===== config.mk =====
export PLATFORM = sky130hd
export DESIGN_NAME = mem_arbiter
export DESIGN_NICKNAME = d
export VERILOG_FILES = /design/src/rtl/mem_arbiter.sv
export SDC_FILE = /design/constraint.sdc
export NUM_CORES = 1
export LEC_CHECK = 0
export ABC_AREA = 1
export BUFFER_PORTS_ARGS = -buffer_cell sky130_fd_sc_hd__buf_2
export CAP_MARGIN = 10
export CORE_AREA = 2 2 334 336
export DETAILED_ROUTE_END_ITERATION = 8
export DIE_AREA = 0 0 336 338
export SETUP_SLACK_MARGIN = 0.4
export SLEW_MARGIN = 30
export SYNTH_ARGS = -nofsm -noshare
export SYNTH_HDL_FRONTEND = slang
export SYNTH_SLANG_ARGS = --single-unit
export TNS_END_PERCENT = 1

===== constraint.sdc =====
create_clock -name clk -period 13.7 [get_ports clk]
set_clock_uncertainty 0.2 [all_clocks]
set_input_delay 0.685 -clock clk [delete_from_list [all_inputs] [get_ports clk]]
set_output_delay 0.685 -clock clk [all_outputs]
set_load 0.005 [all_outputs]

===== src/rtl/mem_arbiter.sv =====
// mem_arbiter: round-robin arbiter sharing one memory port between the I- and D-cache line interfaces
module mem_arbiter #(
  parameter int ADDR_W = 28,
  parameter int DATA_W = 128
) (
  input  logic              clk,
  input  logic              rst,
  input  logic              i_mem_read,
  input  logic              i_mem_write,
  input  logic [ADDR_W-1:0] i_mem_addr,
  input  logic [DATA_W-1:0] i_mem_wdata,
  output logic              i_mem_ready,
  output logic [DATA_W-1:0] i_mem_rdata,
  input  logic              d_mem_read,
  input  logic              d_mem_write,
  input  logic [ADDR_W-1:0] d_mem_addr,
  input  logic [DATA_W-1:0] d_mem_wdata,
  output logic              d_mem_ready,
  output logic [DATA_W-1:0] d_mem_rdata,
  output logic              mem_read,
  output logic              mem_write,
  output logic [ADDR_W-1:0] mem_addr,
  output logic [DATA_W-1:0] mem_wdata,
  input  logic              mem_ready,
  input  logic [DATA_W-1:0] mem_rdata
);
  typedef enum logic [2:0] {IDLE, GRANT_I, GRANT_D, DONE_I, DONE_D} state_t;
  state_t state, state_n;
  logic last_d, req_i, req_d, pick_d, grant, fin;
  assign req_i = i_mem_read | i_mem_write;
  assign req_d = d_mem_read | d_mem_write;
  // D wins only when I is idle or I was served last
  assign pick_d = req_d & (~req_i | ~last_d);
  assign grant = (state == IDLE) & (req_i | req_d);
  assign fin = ((state == GRANT_I) | (state == GRANT_D)) & mem_ready;
  assign i_mem_ready = state == DONE_I;
  assign d_mem_ready = state == DONE_D;
  always_comb begin
    state_n = IDLE;
    case (state)
      IDLE:    state_n = grant ? (pick_d ? GRANT_D : GRANT_I) : IDLE;
      GRANT_I: state_n = mem_ready ? DONE_I : GRANT_I;
      GRANT_D: state_n = mem_ready ? DONE_D : GRANT_D;
      default: state_n = IDLE;
    endcase
  end
  always_ff @(posedge clk or posedge rst) begin
    if (rst) begin
      state       <= IDLE;
      last_d      <= 1'b1;
      mem_read    <= 1'b0;
      mem_write   <= 1'b0;
      mem_addr    <= '0;
      mem_wdata   <= '0;
      i_mem_rdata <= '0;
      d_mem_rdata <= '0;
    end else begin
      state <= state_n;
      if (grant) begin
        last_d    <= pick_d;
        mem_write <= pick_d ? d_mem_write : i_mem_write;
        mem_read  <= pick_d ? d_mem_read & ~d_mem_write : i_mem_read & ~i_mem_write;
        mem_addr  <= pick_d ? d_mem_addr : i_mem_addr;
        mem_wdata <= pick_d ? d_mem_wdata : i_mem_wdata;
      end
      if (fin) begin
        mem_read  <= 1'b0;
        mem_write <= 1'b0;
        if (state == GRANT_I) i_mem_rdata <= mem_rdata;
        else d_mem_rdata <= mem_rdata;
      end
    end
  end
endmodule


[After elaboration in Yosys (flattened, before gate mapping)]
Cells that the tools add are included.
Word-level totals
  output and inout port bits: 416
  bits of input ports: 447
  logic and storage cells: 44
  register bits after elaboration: 418
Operators by class
  multiplexer cells: 13
  reduce and logical (&&, ||, !) cells: 4
  equality and inequality tests: 4
  bitwise gates (word level): 15
Operators with widths (number)
  $mux 128: 1
  $mux 28: 1
  $pmux 3 s3: 1
  $eq 3x2->1 const B: 2
  $mux 1: 6
  $mux 2: 3
  $and 1x1->1: 5
  $not 1->1: 5
  $or 1x1->1: 5
  $reduce_and 2->1: 2
  $eq 3x1->1 const B: 1
  $eq 3x3->1 const B: 1
  $logic_not 3->1: 1
  $mux 3: 1
  $reduce_bool 2->1: 1

[Depth between registers and ports, before layout]
  depth in word-level cells: 7
  gate-level depth with buffers: 9
  depth with buffers taken out: 8

[Least setup slack after synthesis]
OpenSTA, ideal clock, no wires.
  path type: input to register
  start point: input port i_mem_write
  end point: register mem_wdata[100]
  data arrival time: 1.601 ns
  slack: 11.830 ns
  path buffers: 2
  stages on the path: 9
  required time: 13.431 ns
  setup time: 0.069 ns
  path through: inv_2 > nand2_1 > nand2_1 > nand2_1 > inv_2 > clkbuf_1 > buf_2 > nand3_1 > nand3_1
On the way
  word-level cells in the longest chain between the ends: 5
  elaborated cells between the ends (all ways): 7
  classes of those cells: mux: 1; bitwise: 6
RTL lines
  from (decl): RTL line 9  | input logic i_mem_write,
  $or 1x1->1 (*): RTL line 30  | assign req_i = i_mem_read | i_mem_write;
  $not 1->1: RTL line 33  | assign pick_d = req_d & (~req_i | ~last_d);
  $or 1x1->1: RTL line 33
  $and 1x1->1: RTL line 33
  $mux 128: RTL line 64  | mem_wdata <= pick_d ? d_mem_wdata : i_mem_wdata;
  to (signal assigned): RTL line 64
  to (decl): RTL line 23  | output logic [DATA_W-1:0] mem_wdata,
Mark *: on every way between the ends. The rest lies on a longest branch, timed or not.
A chain may end at the register's enable or synchronous reset.

[Worst setup path in the final report]
  start point: register state[0]
  end point: register mem_wdata[120]
On the way
  word-level cells in the longest chain between the ends: 2
RTL lines
  from (decl): RTL line 28  | state_t state, state_n;
  from (signal assigned): RTL line 58  | state <= state_n;
  $logic_not 3->1: RTL line 34  | assign grant = (state == IDLE) & (req_i | req_d);
  $and 1x1->1: RTL line 34
Every way passes these cells.

==> results.md <==
- Outcome: complete, no violations
- CORE AREA: 0.110 mm²
- Setup Fix Bufs, Post-CTS: 0
- Clock sink count: around 420
- Mapped Nets: 2313
- Final worst-path cycle share: roughly a quarter
- Number of global-route vias before repair: roughly 15000
- Placer Congestion: 0.825
- Vias: ~17000
- Crit path launch type: flip-flop
- Worst-path clk slew: around 0.060 ns
- Post-CTS Hold Fix Bufs: 0
- Post-synth EDFFs: 0
- Post-Syn Area: 0.0169 mm²
- Vias per std cell: 3.98
- Post-detailed-routing wire length: 88.4 mm
- Worst Path Required: roughly 14 ns
- Maximum vdd drop: between 0.1 and 0.15 mV
- Detail Route Antenna Nets: 0
- Synth warn: 0
- Crit path kind: reg -> reg
- WL per Instance: 21.1 µm
- Post-Synthesis Cells: between 1500 and 2000
- Reg2reg end: mem_wdata[120]$_DFFE_PP0P_
- Reg2Reg Depth: 7
- Tot GR Track Use: roughly 15%
- Top cells by area, synth: dfrtp_1 62%, nand3_1 14%, nand2_1 9.6%, o21ai_0 7.6%, inv_1 3.0%
- Top-area cell type share of the netlist area: 61.6%
- Yosys reg bits: 418
- Post_cts resized: 0
- Core Util, Final: between 20% and 30%
- R2R setup slack: between 10 and 15 ns
- Initial antenna violation count: a little over 50
- PwrDens: between 200 and 250 mW/mm²
- Iter 0 DRT Violations: ~1100
- Final hold viol count: 0
- Max Freq: just under 300 MHz
- Drt first pass iters: 5
- Initial Util: between 15 and 20%
- Netlist cell types: 19
- Overflow after GRT: 0
- Worst slew margin: 36.5%
- Num CTS Buffers: 48
- Static Leak: roughly 13 nW
- RSZ-0062 raised after global routing: no
- Dominant cell type by area after synthesis: dfrtp_1
- Placed Instance Area: approximately 0.023 mm²
- Worst r2r src: state[0]$_DFF_PP0_
- Sequential share of the synthesized area: approximately 62%
- Ys async rst share: 100%
- # nets final: 3102
- CTS max path bufs: 3
- Setup violations, final: 0
- Worst-Margin Slew: approximately 0.95 ns
- Crit path DAT: 3.77 ns
- Clk Latency, worst-skew pair: 0.61 ns
- Post-synth top flop: dfrtp_1
- Hold Path Class: in -> async
- Worst-path fanout max: 104
- Max-slew violation count: 0
- Die ar.: approximately 0.11 mm²
- Synth top cells by count: 472 x nand3_1, 432 x nand2_1, 417 x dfrtp_1
- Top-count cell post-synth: nand3_1
- Share of cells above drive strength 1: roughly 36%
- TritonCTS clock tree: built
- Die Y: around 340 µm
- Final setup TNS: 0 ns
- Detail Placement HPWL: approximately 70 mm
- Largest net degree at the start of global routing: ~200
- Die W: around 340 µm
- Synthesis-to-layout area growth: 43.6%
- Syn avg cell area: 9.07 µm²
- Row count: between 100 and 150
- Tmin final: around 3.4 ns
- CP endpoint kind: flip-flop
- First-pass GRT wire length: 119 mm
- Fin area: about 0.024 mm²
- I/O Buffers: 862
- Drt drc: 0
- H-tree depth: 2
- Root Buffer: clkbuf_16
- I/O pins: around 860
- Total of max-cap violations: 0
==> final cells by class <==
type	count	area, µm²
multi-input combinational	1169	5340
inverter	138	536
tap	1488	1860
fill	12200	85800
clock inverter	13	178
sequential	418	10500
antenna	7	17.5
timing repair buffer	880	4530
clock buffer	70	1380
==> flip-flops by register name, indices dropped and copies added (netlist names) <==
| register | count |
|---|---|
| state | 3 |
| last_d | 1 |
| mem_write | 1 |
| mem_wdata | 128 |
| d_mem_rdata | 128 |
| i_mem_rdata | 128 |
| mem_read | 1 |
| mem_addr | 28 |
==> critical path, cell delays in order, from the launching register on <==
cell	delay [ns]
dfrtp_1	0.42
nor2_2	0.21
nand2_1	0.12
nor2_4	0.61
buf_4	0.67
buf_6	0.63
nand3_1	0.19
nand3_1	0.14
==> placed cells by master (no fill, tap or decap) <==
| master | count |
|---|---|
| dfrtp_1 | 417 |
| o211ai_1 | 1 |
| nor3_1 | 1 |
| o21ai_0 | 256 |
| clkinv_2 | 6 |
| o21ai_1 | 1 |
| nand3_4 | 1 |
| clkinv_4 | 2 |
| clkbuf_1 | 14 |
| clkbuf_16 | 49 |
| nor2_1 | 2 |
| inv_1 | 134 |
| nor2_2 | 1 |
| nand2_4 | 1 |
| buf_16 | 2 |
| nand2_1 | 431 |
| diode_2 | 7 |
| buf_4 | 11 |
| buf_2 | 862 |
| nand3_1 | 471 |
| dfstp_2 | 1 |
| clkbuf_8 | 7 |
| buf_12 | 3 |
| inv_6 | 2 |
| nor2_4 | 1 |
| buf_6 | 2 |
| inv_16 | 2 |
| bufinv_16 | 3 |
| nand4_1 | 2 |
| inv_2 | 1 |
| inv_8 | 1 |
==> per-stage QoR <==
step / setup slack (ns) / total power, mW / hold WS (ns) / instances
final: 10.27 / 5.80 / 0.0523 / 4183
after global routing: 10.09 / 6.24 / 0.0726 / 4180
after CTS: 10.14 / 5.89 / 0.0298 / 4173
after detailed placement: 9.89 / 4.53 / 0.268 / 4090
after global placement: 10.02 / 4.51 / 0.261 / 4090
after floorplan: 1.18 / 3.25 / 0.243 / 1866
==> how the worst max path moves through the flow <==
stage | slack, ns | cells after the start | endpoint | start
after detailed placement | 9.89 | 9 | mem_wdata[120]$_DFFE_PP0P_ | d_mem_write
after global routing | 10.09 | 7 | mem_addr[0]$_DFFE_PP0P_ | state[0]$_DFF_PP0_
after floorplan | 1.18 | 1 | d_mem_rdata[0]$_DFFE_PP0P_ | rst
final | 10.27 | 7 | mem_wdata[120]$_DFFE_PP0P_ | state[0]$_DFF_PP0_
after CTS | 10.14 | 7 | mem_wdata[120]$_DFFE_PP0P_ | state[0]$_DFF_PP0_
after global placement | 10.02 | 9 | mem_wdata[123]$_DFFE_PP0P_ | d_mem_write
==> routing by layer <==
layer	vias to the layer above	track usage, %	routed length [µm]
met3	159	5.74	8800
li1	7719	-	-
met2	838	23.1	40000
met4	24	3.40	2030
met5	-	0	165
met1	7925	18.8	37400
==> where the power goes <==
part           switching [mW]  internal, mW  leakage (nW)  total [mW]
clock                   0.553         0.753         0.764        1.31
sequential              0.354          1.82          5.21        2.18
combinational            1.49         0.829          6.83        2.32
==> logic make-up after synthesis <==
family                 share of synthesized area (%)
and+or+nand+nor                                 23.8
DFF                                             61.8
buffers and inverters                           6.78
AOI/OAI and AO/OA                               7.64
Power figures use the tool's default switching activity.
